===== src/rtl/int0_pkg.sv =====
// Shared types and constants for the Int0 Logic writeback stage.
package int0_pkg;

  localparam int unsigned DATA_W  = 32;
  localparam int unsigned TAG_W   = 5;
  localparam int unsigned CC_W    = 2;
  localparam int unsigned CNT_W   = 16;

  localparam int unsigned CC_ZERO = 0;
  localparam int unsigned CC_RSVD = 1;

  typedef enum logic [1:0] {
    EMPTY = 2'b00,
    BUSY  = 2'b01,
    FULL  = 2'b10
  } state_e;

  typedef struct packed {
    logic [DATA_W-1:0] rslt;
    logic [CC_W-1:0]   cc;
    logic [TAG_W-1:0]  dst;
    logic              cc_we;
  } entry_t;

endpackage


===== src/rtl/int0_wb_slot.sv =====
// Single buffered entry: load-enabled register, cleared to zero on reset.
module int0_wb_slot
  import int0_pkg::*;
(
  input  logic   clk,
  input  logic   rst_n,
  input  logic   i_load,
  input  entry_t i_data,
  output entry_t o_data
);

  entry_t r_data;

  always_ff @(posedge clk or negedge rst_n) begin
    if (!rst_n) begin
      r_data <= '0;
    end else if (i_load) begin
      r_data <= i_data;
    end
  end

  assign o_data = r_data;

endmodule


===== src/rtl/int0_log_wb_stage.sv =====
// Int0 Logic result stage: 2-entry skid buffer feeding the writeback arbiter,
// with architectural CC register, retire counter and forwarding tap.
module int0_log_wb_stage
  import int0_pkg::*;
(
  input  logic              clk,
  input  logic              rst_n,
  input  logic              valid_i_wb,
  input  logic [DATA_W-1:0] rslt_i_wb,
  input  logic [CC_W-1:0]   rslt_cc_i_wb,
  input  logic [TAG_W-1:0]  dst_i_wb,
  input  logic              cc_we_i_wb,
  output logic              ready_o_wb,
  input  logic              flush_i_wb,
  output logic              valid_o_wb,
  output logic [DATA_W-1:0] rslt_o_wb,
  output logic [TAG_W-1:0]  dst_o_wb,
  input  logic              ready_i_wb,
  output logic [CC_W-1:0]   cc_o_wb,
  output logic              fwd_valid_o_wb,
  output logic [CNT_W-1:0]  retire_cnt_o_wb
);

  state_e             r_state;
  logic               r_ready;
  logic [CC_W-1:0]    r_cc;
  logic [CNT_W-1:0]   r_cnt;

  entry_t w_in;
  entry_t w_main;
  entry_t w_skid;
  entry_t w_main_d;
  logic   w_main_valid;
  logic   w_accept;
  logic   w_fire;
  logic   w_load_main;
  logic   w_load_skid;

  assign w_in = '{rslt: rslt_i_wb, cc: rslt_cc_i_wb, dst: dst_i_wb, cc_we: cc_we_i_wb};

  assign w_main_valid = (r_state != EMPTY);
  assign w_accept     = valid_i_wb & r_ready & ~flush_i_wb;
  assign w_fire       = w_main_valid & ready_i_wb & ~flush_i_wb;

  // Head refills from the skid when draining FULL, otherwise from the input.
  assign w_load_main = (w_accept & ((r_state == EMPTY) | ((r_state == BUSY) & w_fire)))
                     | ((r_state == FULL) & w_fire);
  assign w_main_d    = (r_state == FULL) ? w_skid : w_in;
  assign w_load_skid = (r_state == BUSY) & w_accept & ~w_fire;

  int0_wb_slot u_main (
    .clk    (clk),
    .rst_n  (rst_n),
    .i_load (w_load_main),
    .i_data (w_main_d),
    .o_data (w_main)
  );

  int0_wb_slot u_skid (
    .clk    (clk),
    .rst_n  (rst_n),
    .i_load (w_load_skid),
    .i_data (w_in),
    .o_data (w_skid)
  );

  // Occupancy FSM; ready is registered alongside the state it derives from.
  always_ff @(posedge clk or negedge rst_n) begin
    if (!rst_n) begin
      r_state <= EMPTY;
      r_ready <= 1'b1;
    end else if (flush_i_wb) begin
      r_state <= EMPTY;
      r_ready <= 1'b1;
    end else begin
      case (r_state)
        EMPTY: begin
          if (w_accept) r_state <= BUSY;
          r_ready <= 1'b1;
        end
        BUSY: begin
          if (w_accept && !w_fire) begin
            r_state <= FULL;
            r_ready <= 1'b0;
          end else if (!w_accept && w_fire) begin
            r_state <= EMPTY;
            r_ready <= 1'b1;
          end
        end
        FULL: begin
          if (w_fire) begin
            r_state <= BUSY;
            r_ready <= 1'b1;
          end
        end
        default: begin
          r_state <= EMPTY;
          r_ready <= 1'b1;
        end
      endcase
    end
  end

  // Architectural CC and retire count advance only when the head retires.
  always_ff @(posedge clk or negedge rst_n) begin
    if (!rst_n) begin
      r_cc  <= '0;
      r_cnt <= '0;
    end else if (w_fire) begin
      if (w_main.cc_we) r_cc <= w_main.cc;
      r_cnt <= r_cnt + CNT_W'(1);
    end
  end

  assign ready_o_wb      = r_ready;
  assign valid_o_wb      = w_main_valid & ~flush_i_wb;
  assign fwd_valid_o_wb  = w_main_valid;
  assign rslt_o_wb       = w_main.rslt;
  assign dst_o_wb        = w_main.dst;
  assign cc_o_wb         = r_cc;
  assign retire_cnt_o_wb = r_cnt;

endmodule

===== config.mk =====
export PLATFORM = sky130hd
export DESIGN_NAME = int0_log_wb_stage
export DESIGN_NICKNAME = d
export VERILOG_FILES = /design/src/rtl/int0_pkg.sv /design/src/rtl/int0_wb_slot.sv /design/src/rtl/int0_log_wb_stage.sv
export SDC_FILE = /design/constraint.sdc
export NUM_CORES = 1
export LEC_CHECK = 0
export CORE_UTILIZATION = 46
export DETAILED_ROUTE_END_ITERATION = 7
export PLACE_DENSITY = 0.76
export SYNTH_ARGS = -nofsm -noshare
export SYNTH_HDL_FRONTEND = slang
export SYNTH_SLANG_ARGS = --single-unit

===== constraint.sdc =====
create_clock -name clk -period 1.6 [get_ports clk]
set_input_delay 0.16 -clock clk [delete_from_list [all_inputs] [get_ports clk]]
set_output_delay 0.16 -clock clk [all_outputs]
set_load 0.05 [all_outputs]

Word level (Yosys, flattened, before mapping). Cells that the tools add are included. W data, S select, Z words.

Register bits: 101. Output and inout port bits: 58. Logic and storage cells: 53.

$add $sub $neg: 1. Eq/ne operators: 5. Mux-type cells: 12. Bitwise operators: 14. Reduce and logical (&&, ||, !) cells: 9.

Operator list (count): $mux W40 (1); $add A16 B1 Y16 const B (1); $and A1 B1 Y1 (10); $mux W2 (5); $ne A3 B3 Y1 const B (2); $pmux W2 S3 (1); $mux W1 (4); $ne A4 B2 Y1 const B (1); $reduce_and A2 Y1 (2); $reduce_and A3 Y1 (1); $eq A2 B1 Y1 const B (1); $eq A2 B2 Y1 const B (1); $logic_and A1 B1 Y1 (2); $logic_not A1 Y1 (2); $logic_not A2 Y1 (1); $not A1 Y1 (2); $or A1 B1 Y1 (2); $pmux W1 S2 (1); $reduce_bool A2 Y1 (1).

Longest topological paths before layout.
Word-level depth: 8. Depth in mapped cells: 6.

Cells and area by module. A second synthesis with hierarchy kept.

Cells, all modules: 389. Area total of the unflattened synthesis: 4489.3 um2.

Modules (own cells, without submodules): int0_wb_slot (instances 2, cells each 84, area an instance 1496.4 um2, sequential area each 1001.0 um2); int0_log_wb_stage (instances 1, cells each 221, area an instance 1496.4 um2, sequential area each 526.8 um2).

Least setup slack after synthesis. OpenSTA, ideal clock, no wires.

Path type: register to register. Start point: reg r_ready (netlist: ready_o_wb). End point: reg u_skid.r_data, in the netlist u_skid.o_data[0]. Library setup time: 125 ps. Arrival time: 1614 ps. Setup slack: -139 ps. Stages on the path, launching flop included: 6. Path buffers: 2. Cells stage by stage: dfstp_2 -> nand2_1 -> nand4bb_1 -> clkbuf_1 -> buf_2 -> mux2_2.

Cells in the longest elaborated chain, start to end: 4.

RTL lines: start, declared (RTL line int0_log_wb_stage.sv:25) `logic r_ready;`; start signal, assigned (RTL line int0_log_wb_stage.sv:71) `r_ready <= 1'b1;`; start signal, assigned (RTL line int0_log_wb_stage.sv:74) `r_ready <= 1'b1;`; start signal, assigned (RTL line int0_log_wb_stage.sv:79) `r_ready <= 1'b1;`; $and A1 B1 Y1 (2 in a row) (RTL line int0_log_wb_stage.sv:42) `assign w_accept = valid_i_wb & r_ready & ~flush_i_wb;`; $and A1 B1 Y1 (2 in a row) (RTL line int0_log_wb_stage.sv:49) `assign w_load_skid = (r_state == BUSY) & w_accept & ~w_fire;`; end signal, assigned (RTL line int0_wb_slot.sv:18) `r_data <= i_data;`; end, declared (RTL line int0_wb_slot.sv:12) `entry_t r_data;`.

Every way passes these cells. A chain may end at the register's enable or synchronous reset.

Worst setup path after layout.
Start point: reg r_state[1]. End point: out valid_o_wb.

Cells in the longest elaborated chain, start to end: 2.

RTL lines: start, declared (RTL line int0_log_wb_stage.sv:24) `state_e r_state;`; start signal, assigned (RTL line int0_log_wb_stage.sv:70) `r_state <= EMPTY;`; start signal, assigned (RTL line int0_log_wb_stage.sv:73) `r_state <= EMPTY;`; start signal, assigned (RTL line int0_log_wb_stage.sv:78) `if (w_accept) r_state <= BUSY;`; $reduce_bool A2 Y1 (RTL line int0_log_wb_stage.sv:41) `assign w_main_valid = (r_state != EMPTY);`; $and A1 B1 Y1 (RTL line int0_log_wb_stage.sv:116) `assign valid_o_wb = w_main_valid & ~flush_i_wb;`; end, declared (RTL line int0_log_wb_stage.sv:15) `output logic valid_o_wb,`.

Every way passes these cells.

==> results_dict.tcl <==
set metrics [dict create \
    synthFlopType "sky130_fd_sc_hd__dfrtp_1" \
    yosysUniqueCellTypes 35 \
    final-hold-violation-count 0 \
    final_net_count 485 \
    detailed_route_iter0_violations 67 \
    pin_count_of_the_biggest_net_entering_global_routing 38 \
    whs_ps 277 \
    worstSetupStartpointType "register" \
    fp.dieH_um 106 \
    power_leakage_uw 0.00290 \
    power.switching_uw 2770 \
    ir_drop_v 0.000841 \
    switching_power_share_of_the_total_pct 34.3 \
    flow.area_growth_from_synthesis_pct 28.7 \
    dr_total_vias 2905 \
    synthMostInstantiatedCell "sky130_fd_sc_hd__dfrtp_1" \
    postSynth.asyncResetShare_pct 100 \
    netlist_top_cells_area "sky130_fd_sc_hd__dfrtp_1 51%, sky130_fd_sc_hd__mux2_2 19%, sky130_fd_sc_hd__mux2_4 12%, sky130_fd_sc_hd__buf_4 5.8%, sky130_fd_sc_hd__buf_6 2.3%" \
    initial_utilization_pct 47.6 \
    die_width_um 106 \
    global_route.usage.total_pct 17.2 \
    io_pins 103 \
    violations "setup timing" \
    cp-end-kind "output port" \
    max-slew-margin-rel_pct 73.2 \
    setup_repair_after_global_routing_missed_its_margin "yes" \
    clkLatencyLatePin_ps 360 \
    vias_in_the_first_global_route 3035 \
    synth-seq-area-share_pct 51.3 \
    totalNegativeSetupSlack_ps -96.0 \
    synth.ff_latch_count 101 \
    power.total_uw 8080 \
    report.final.slew_viol_count 0 \
    power.density_nw_per_um2 1270 \
    p_int_uw 5310 \
    overall_routed_net_length_mm 9.17 \
    initial_antenna_violation_count 0 \
    fillCellCount 815 \
    grt-ovfl-total 0 \
    drv.max_cap_violation_count 0 \
    dp_hpwl_mm 6.26 \
    layout_setup_ws_ps -16.6 \
    type_of_the_tightest_min_delay_check "in -> async" \
    fin_crit_ps 1620 \
    run_status "finished with violations" \
    post_route_clock_skew_ps 12.6 \
    cts.reportedPaths.clkPinSlew_ps 100 \
    io_buffer_count 102 \
    mappedNetlistNets 389 \
    clock-root-buffer "sky130_fd_sc_hd__clkbuf_8" \
    design.die.area_sq_um 11100 \
    num_antenna_cells 0 \
    wire_per_inst_um 15.8 \
    via_per_inst 5.01 \
    cts_tree "done" \
    routabilityCongestion 0.760 \
    dp_slack_ps -293 \
    synth_area_per_cell_sq_um 14.4 \
    syn_inst 343 \
    first_pass_iters 4 \
    antenna_violating_nets_post_route 0 \
    pwr-share-clk_pct 23.0 \
    clock_tree.htree_level_count 3 \
    synth_commonest_cells "100 x sky130_fd_sc_hd__dfrtp_1, 85 x sky130_fd_sc_hd__mux2_2, 38 x sky130_fd_sc_hd__buf_4, 38 x sky130_fd_sc_hd__mux2_4" \
    critPathArrivalTime_ps 1460 \
    finish.utilization_pct 61.2 \
    cts_inserted_buffers 9 \
    cts-root-to-sink-buffers 2 \
    synth_top_area_share_pct 50.7 \
    worst-endpoint-required_ps 1440 \
    timing_worst_slew_pin_value_ps 403 \
    synth.largest_area_cell "sky130_fd_sc_hd__dfrtp_1" \
    synth-edff-count 0 \
    mappedNetlistArea_sq_um 4930 \
    timing.final.setup_violations 15 \
    clock.fmax_mhz 619 \
    drive_gt1_share_pct 57.4 \
    rows 37 \
    min_period_over_period_pct 101 \
    clk_sink_count 101 \
    detail_route.drc_violations 0 \
    critical_path.max_fanout 4 \
    criticalPathCategory "reg -> out" \
    grt_pass1_wl_mm 14.9 \
    core_sq_um 10400 \
    comb_power_share_pct 33.3 \
    seq_power_share_pct 43.7 \
    ys.warnings.count 0 \
]
## critical path: stages, from the launching register on
cell and delay, ps:
sky130_fd_sc_hd__dfrtp_1 430, sky130_fd_sc_hd__buf_4 170, sky130_fd_sc_hd__o21ba_4 230, sky130_fd_sc_hd__buf_4 140, sky130_fd_sc_hd__buf_12 140
## power by group through the flow
stage	sequential, uW	combinational (uW)	clock (uW)
floorplan	3720	1870	0
finish	3530	2690	1860
global placement	3530	2580	0
global route	3600	2830	2010
CTS	3530	2660	1920
detailed placement	3580	2630	0
## repair_timing
| action | in CTS | in global routing |
|---|---|---|
| hold buffers | 1 | 0 |
| pin swaps | 0 | 3 |
| setup endpoints to repair | 44 | 72 |
| hold endpoints to repair | 27 | 0 |
| resized for setup | 12 | 7 |
| buffers inserted | 4 | 5 |
| cloned | 1 | 2 |
## path summary, 6_finish.rpt
| path | start | endpoint | slack (ps) | cells after the start |
|---|---|---|---|---|
| max reg2reg | r_state[0] | u_main.o_data[25] | -10 | 5 |
| min in group clk | rslt_i_wb[0] | u_skid.o_data[8] | 430 | 2 |
| max in group asynchronous | rst_n | ready_o_wb | 710 | 3 |
| max | r_state[1] | valid_o_wb | -20 | 4 |
| min | rst_n | retire_cnt_o_wb[11] | 280 | 2 |
| min reg2reg | retire_cnt_o_wb[15] | retire_cnt_o_wb[15] | 480 | 1 |
## area by class of cell
class | count | area, sq um | area share [%]
multi-input cells | 185 | 2050 | 32.2
repair buffers | 138 | 1350 | 21.2
inverters | 4 | 15.0 | 0.237
clock buffers | 11 | 151 | 2.39
clock inverters | 5 | 82.6 | 1.30
flip-flops and latches | 101 | 2540 | 40.0
well taps | 136 | 170 | 2.68
## metal layers
layer	vias up	global-route usage [%]	wire length, um
met4	0	6.65	121
li1	1343	-	-
met5	-	0	0
met2	84	28.6	4570
met3	10	4.58	486
met1	1468	21.3	4000
## cell families (layout without fill, tap and decap cells)
kind of cell	after synthesis	after routing	share of synthesized area [%]
xor gates and xnor gates	15	15	2.66
muxes	124	124	31.2
and+or+nand+nor	39	39	4.57
adders and majority gates	1	1	0.254
DFF	101	101	51.3
AOI/OAI and AO/OA	6	6	1.19
buffers and inverters	57	158	8.86
## state kept, by name (all words and copies together), names as in the netlist
signal           count
r_state              2
u_main.o_data       40
cc_o_wb              2
retire_cnt_o_wb     16
ready_o_wb           1
u_skid.o_data       40
## metrics by stage
stage                     cells  area (sq um)
final                       580          6350
after global routing        580          6350
after CTS                   575          6240
after detailed placement    553          5890
after global placement      553          5890
after floorplan             343          4950
## cells in the final DEF, fill, tap and decap left out, types with 5 or more instances in the layout
master / count
sky130_fd_sc_hd__mux2_2: 83
sky130_fd_sc_hd__dfrtp_2: 6
sky130_fd_sc_hd__xnor2_1: 8
sky130_fd_sc_hd__clkbuf_8: 11
sky130_fd_sc_hd__dfrtp_1: 94
sky130_fd_sc_hd__buf_4: 78
sky130_fd_sc_hd__xor2_1: 7
sky130_fd_sc_hd__mux2_4: 40
sky130_fd_sc_hd__nand2_1: 8
sky130_fd_sc_hd__clkdlybuf4s50_1: 43
sky130_fd_sc_hd__buf_12: 11
sky130_fd_sc_hd__nor2_1: 5
Note: power is estimated with default switching activity, not from simulation.
==> edit 1, RTL diff (config.mk and constraints unchanged) <==
Put one more register stage on the output `retire_cnt_o_wb`, cleared by the reset. The value now appears one clock later. The other outputs are not delayed to match.
--- a/src/rtl/int0_log_wb_stage.sv
+++ b/src/rtl/int0_log_wb_stage.sv
@@ -118,6 +118,12 @@
   assign rslt_o_wb       = w_main.rslt;
   assign dst_o_wb        = w_main.dst;
   assign cc_o_wb         = r_cc;
-  assign retire_cnt_o_wb = r_cnt;
+  always_ff @(posedge clk or negedge rst_n) begin
+    if (!rst_n) begin
+      retire_cnt_o_wb <= '0;
+    end else begin
+      retire_cnt_o_wb <= r_cnt;
+    end
+  end
 
 endmodule
Formal check against the unedited RTL: not equivalent (Yosys sat finds a counterexample within 4 cycles, from zero or initial values and one cycle with rst_n low).
==> edit 1 against the original RTL <==
The flow still finishes with violations (setup timing). Largest power group unchanged. Critical path type is now flop to flop. First-iteration DRC count grew 22%. Maximum frequency shrank 0.35%. Wire length grew 7.7%. Sequential share of layout area grew 2.7 points. Cell area grew 8.2%. Synthesized area grew 5.2%. Global-route usage grew 0.99 points. Sequential cell count grew 16. Total power grew 28%. Setup slack lost 0.0057 ns. Final cell count grew 3.8%. Largest cell class unchanged.
==> edit 1: results (changes against the original RTL) <==
* Status: complete, but fails checks (unchanged)
* Failing checks: setup timing (unchanged)
* Mean area per synthesized cell at 14.5 µm² (was 14.4 µm²)
* Synth cell types at 34 (was 35)
* WP data arrival at 1.90 ns (was 1.46 ns)
* Starting DRT DRC Count at 82 (was 67)
* Vias at 3,018 (was 2,905)
* Worst-Skew Late Latency at 0.40 ns (was 0.36 ns)
* Worst Path Max Fanout at 14 (was 4)
* Syn_nets at 403 (was 389)
* Fin worst setup slack at -0.0223 ns (was -0.0166 ns)
* Setup violators final at 26 (was 15)
* First-pass GRT wire length at 15,900 µm (was 14,900 µm)
* Sequential area share after synthesis at 0.565 (was 0.513)
* Post-route setup TNS at -0.325 ns (was -0.0960 ns)
* Clock Pin Slew Worst Setup and Hold Paths at 0.06 ns (was 0.10 ns)
* Pre-CTS WS at -0.287 ns (was -0.293 ns)
* Vias in the first global route at 3,230 (was 3,035)
* Hpwl dp at 6440 µm (was 6260 µm)
* GP Congestion at 0.766 (was 0.760)
* H-tree Lvls at 4 (was 3)
* Dpl cells at 567 (was 553)
* CTS Buf Count at 17 (was 9)
* Final nets at 495 (was 485)
* Top post-synthesis cells by area: dfrtp_1, mux2_2, buf_4 (was dfrtp_1, mux2_2, mux2_4)
* Worst VDD drop at 1.13 mV (was 0.841 mV)
* Cell family with most CP delay: flip-flops (was buffers and inverters)
edit 1: layout make-up:
| class | instances | area (µm²) | area share |
|---|---|---|---|
| clock buffer | 18 | 439 | 0.0640 |
| clock inverter | 14 | 154 | 0.0224 |
| inverter | 3 | 11.3 | 0.00164 |
| multi-input combinational | 182 | 1940 | 0.282 |
| sequential | 117 | 2930 | 0.427 |
| tap | 140 | 175 | 0.0255 |
| timing repair buffer | 128 | 1220 | 0.178 |
edit 1: worst paths after layout:
kind	startpoint	to	slack (ns)	depth (start not counted)
hold / removal	rst_n	u_main.o_data[34]	0.28	2
max in group asynchronous	rst_n	u_skid.o_data[27]	0.72	3
setup / recovery	r_state[1]	u_main.o_data[14]	-0.02	5
min in group clk	rslt_i_wb[25]	u_skid.o_data[33]	0.39	2
hold reg to reg	r_cnt[15]	retire_cnt_o_wb[15]	0.40	0
setup reg to reg	r_state[1]	u_main.o_data[14]	-0.02	5
edit 1: metrics by stage:
step           hold slack, ns  cell area, µm²
2_1_floorplan          -0.136            5210
3_3_place_gp            0.166            6120
3_5_place_dp            0.174            6120
4_1_cts                 0.284            6770
5_1_grt                 0.324            6870
6_report                0.279            6870
edit 1: power by group:
group          internal [W]  switching [W]  total [W]
Sequential          0.00362       0.000360    0.00398
Combinational       0.00115        0.00154    0.00269
Clock               0.00234        0.00136    0.00371
Total               0.00711        0.00326     0.0104
edit 1: what timing repair did:
item | CTS | global route
hold endpoints to repair | 34 | 0
gates cloned | 0 | 0
endpoints found under the setup margin | 39 | 42
hold buffers | 1 | 0
buffers inserted | 2 | 1
resized for setup | 12 | 20
edit 1: metal layers:
layer | routed length (µm) | GRT usage
met5 | 0 | 0
met4 | 154 | 0.0753
met3 | 429 | 0.0524
met2 | 5070 | 0.304
met1 | 4220 | 0.218
edit 1: worst reg2reg max path, cell delays in order (launching register included):
cell      delay [ns]
dfrtp_1         0.42
nor3b_1         0.16
buf_4           0.14
o21bai_4        0.23
buf_12          0.20
mux2_2          0.35
edit 1: logic make-up (layout without fill, tap and decap cells):
family | count (synthesis) | after routing | synth area share
buffers and inverters | 58 | 163 | 0.0854
adder cells (fa/ha/maj) | 1 | 1 | 0.00241
XOR/XNOR | 15 | 15 | 0.0253
multiplexers | 125 | 125 | 0.274
AO/OA/AOI/OAI | 5 | 5 | 0.00844
flip-flops | 117 | 117 | 0.565
AND/OR/NAND/NOR | 36 | 36 | 0.0398
==> edit 2, RTL diff (config.mk and constraints unchanged) <==
Without the edit above. The package constant `TAG_W` goes from 5 to 10.
--- a/src/rtl/int0_pkg.sv
+++ b/src/rtl/int0_pkg.sv
@@ -2,7 +2,7 @@
 package int0_pkg;
 
   localparam int unsigned DATA_W  = 32;
-  localparam int unsigned TAG_W   = 5;
+  localparam int unsigned TAG_W   = 10;
   localparam int unsigned CC_W    = 2;
   localparam int unsigned CNT_W   = 16;
 
Ports: changed (resized dst_i_wb and dst_o_wb); port bits go from 103 to 113. The function was not compared with the original's and may differ.
==> edit 2 against the original RTL <==
The run still ends with setup timing left. Wire length up 16%. Sequential cell count up 10. Register-to-register slack worse by 0.04 ns. Total power up 6.6%. Sequential power up 8.8%. Count of clock-buffer cells in the layout up 1. Die area up 4.6%. Final cell count up 7.2%. Sequential share of layout area up 1.2 points. Cell area up 6.9%. Utilization up 1.1 points. Setup slack worse by 0.033 ns. Synthesized area up 4.7%. Critical endpoint is now u_main.o_data[30]. Highest routed layer unchanged.
==> edit 2: results (changes against the original RTL) <==
* Status: complete, but fails checks (unchanged)
* Failing checks: setup timing (unchanged)
* Dpl cells at 592 (was 553)
* WS Path Type: flop to flop (was flop to output port)
* Max Slew Vio Count at 0 (unchanged)
* Post-CTS Hold Buffers at 1 (unchanged)
* Initial DRT Pass Iterations at 4 (unchanged)
* Drt wl/cell at 17.0 µm (was 15.8 µm)
* WP data arrival at 1.90 ns (was 1.46 ns)
* Clock power share at 0.209 (was 0.230)
* Syn_nets at 425 (was 389)
* Worst VDD drop at 0.728 mV (was 0.841 mV)
* Origin of the worst setup path: r_state[1] (unchanged)
* Worst-Skew Late Latency at 0.37 ns
* First-pass GRT wire length at 17,200 µm (was 14,900 µm)
* GP Congestion at 0.741 (was 0.760)
* Starting DRT DRC Count at 76 (was 67)
* Flop2flop setup slack at -0.05 ns (was -0.01 ns)
* Initial antenna violation count at 0 (unchanged)
* Cell Pwr Density at 1270 nW/µm² (about the same)
* Count of input and output buffers at 112 (was 102)
* Total net switching power at 0.00299 W (was 0.00277 W)
* CTS root buf: clkbuf_8 (unchanged)
* Reg-to-reg endpoint: u_main.o_data[30] (was u_main.o_data[25])
* Total Routing Usage GR at 0.193 (was 0.172)
* Post-synth ARST share at 1.00 (unchanged)
* Pre-CTS WS at -0.319 ns (was -0.293 ns)
* Worst hold path type: input pin to async pin (unchanged)
* Setup violators final at 47 (was 15)
* Hpwl dp at 6900 µm (was 6260 µm)
* Internal power at 0.00562 W (was 0.00531 W)
* Commonest cells in the netlist: mux2_2, dfrtp_1, buf_4, buf_2, nand2_1 (was dfrtp_1, mux2_2, buf_4, mux2_4)
* Fin worst setup slack at -0.0498 ns (was -0.0166 ns)
* Worst Path Max Fanout at 7 (was 4)
* Vias in the first global route at 3,332 (was 3,035)
* Synth cell types at 30 (was 35)
* Final nets at 528 (was 485)
* Post-route setup TNS at -1.41 ns (was -0.0960 ns)
* Dpl cell area at 6290 µm² (was 5890 µm²)
* Post-CTS resize count at 20 (was 12)
* WL final at 10,600 µm (was 9170 µm)
* Slew @ Worst Pin at 0.332 ns (was 0.403 ns)
* Clock skew at 0.00904 ns (was 0.0126 ns)
* FF-to-FF path depth at 6 (was 5)
* Post-CTS setup buffer count at 9 (was 4)
* Largest net degree at the start of global routing at 39 (was 38)
* Fillers at 816 (was 815)
* Leak pwr at 3.04 nW (was 2.90 nW)
* Share of cells above drive strength 1 at 0.585 (was 0.574)
* Cells after Synth at 374 (was 343)
* ANT cells at 0 (unchanged)
* Top FF cell, synth: dfrtp_1 (unchanged)
* CTS Buffer Depth at 2 (unchanged)
* Sequential area share after synthesis at 0.538 (was 0.513)
* Hold Slack at 0.220 ns (was 0.277 ns)
* Top post-synthesis cells by area: dfrtp_1, mux2_2, buf_4 (was dfrtp_1, mux2_2, mux2_4)
* P_comb at 0.00298 W (was 0.00269 W)
* Vias at 3,171 (was 2,905)
edit 2: worst max-delay path, cell delays in order (launching register included):
cell and delay, ns:
dfrtp_2 0.45, buf_12 0.14, nor3b_4 0.15, o21bai_4 0.14, buf_6 0.16, clkbuf_16 0.16
mux2_2 0.33
edit 2: kinds of logic after synthesis:
family | count (synthesis) | synth area share
adder cells (fa/ha/maj) | 1 | 0.00242
AND/OR/NAND/NOR | 39 | 0.0407
XOR/XNOR | 15 | 0.0254
AO/OA/AOI/OAI | 5 | 0.00800
multiplexers | 140 | 0.305
buffers and inverters | 63 | 0.0800
flip-flops | 111 | 0.538
edit 2: final cells by class:
class                   count  area share
multi-input cells         200       0.308
inverters                   4     0.00221
flip-flops and latches    111       0.411
repair buffers            151       0.222
clock buffers              12      0.0199
clock inverters             4      0.0103
well taps                 140      0.0258
edit 2: metal layers:
layer,vias up,track usage,routed length (µm)
li1,1462,-,-
met1,1608,0.253,4750
met2,88,0.316,5120
met3,13,0.0458,570
met4,0,0.0646,163
met5,-,0,0
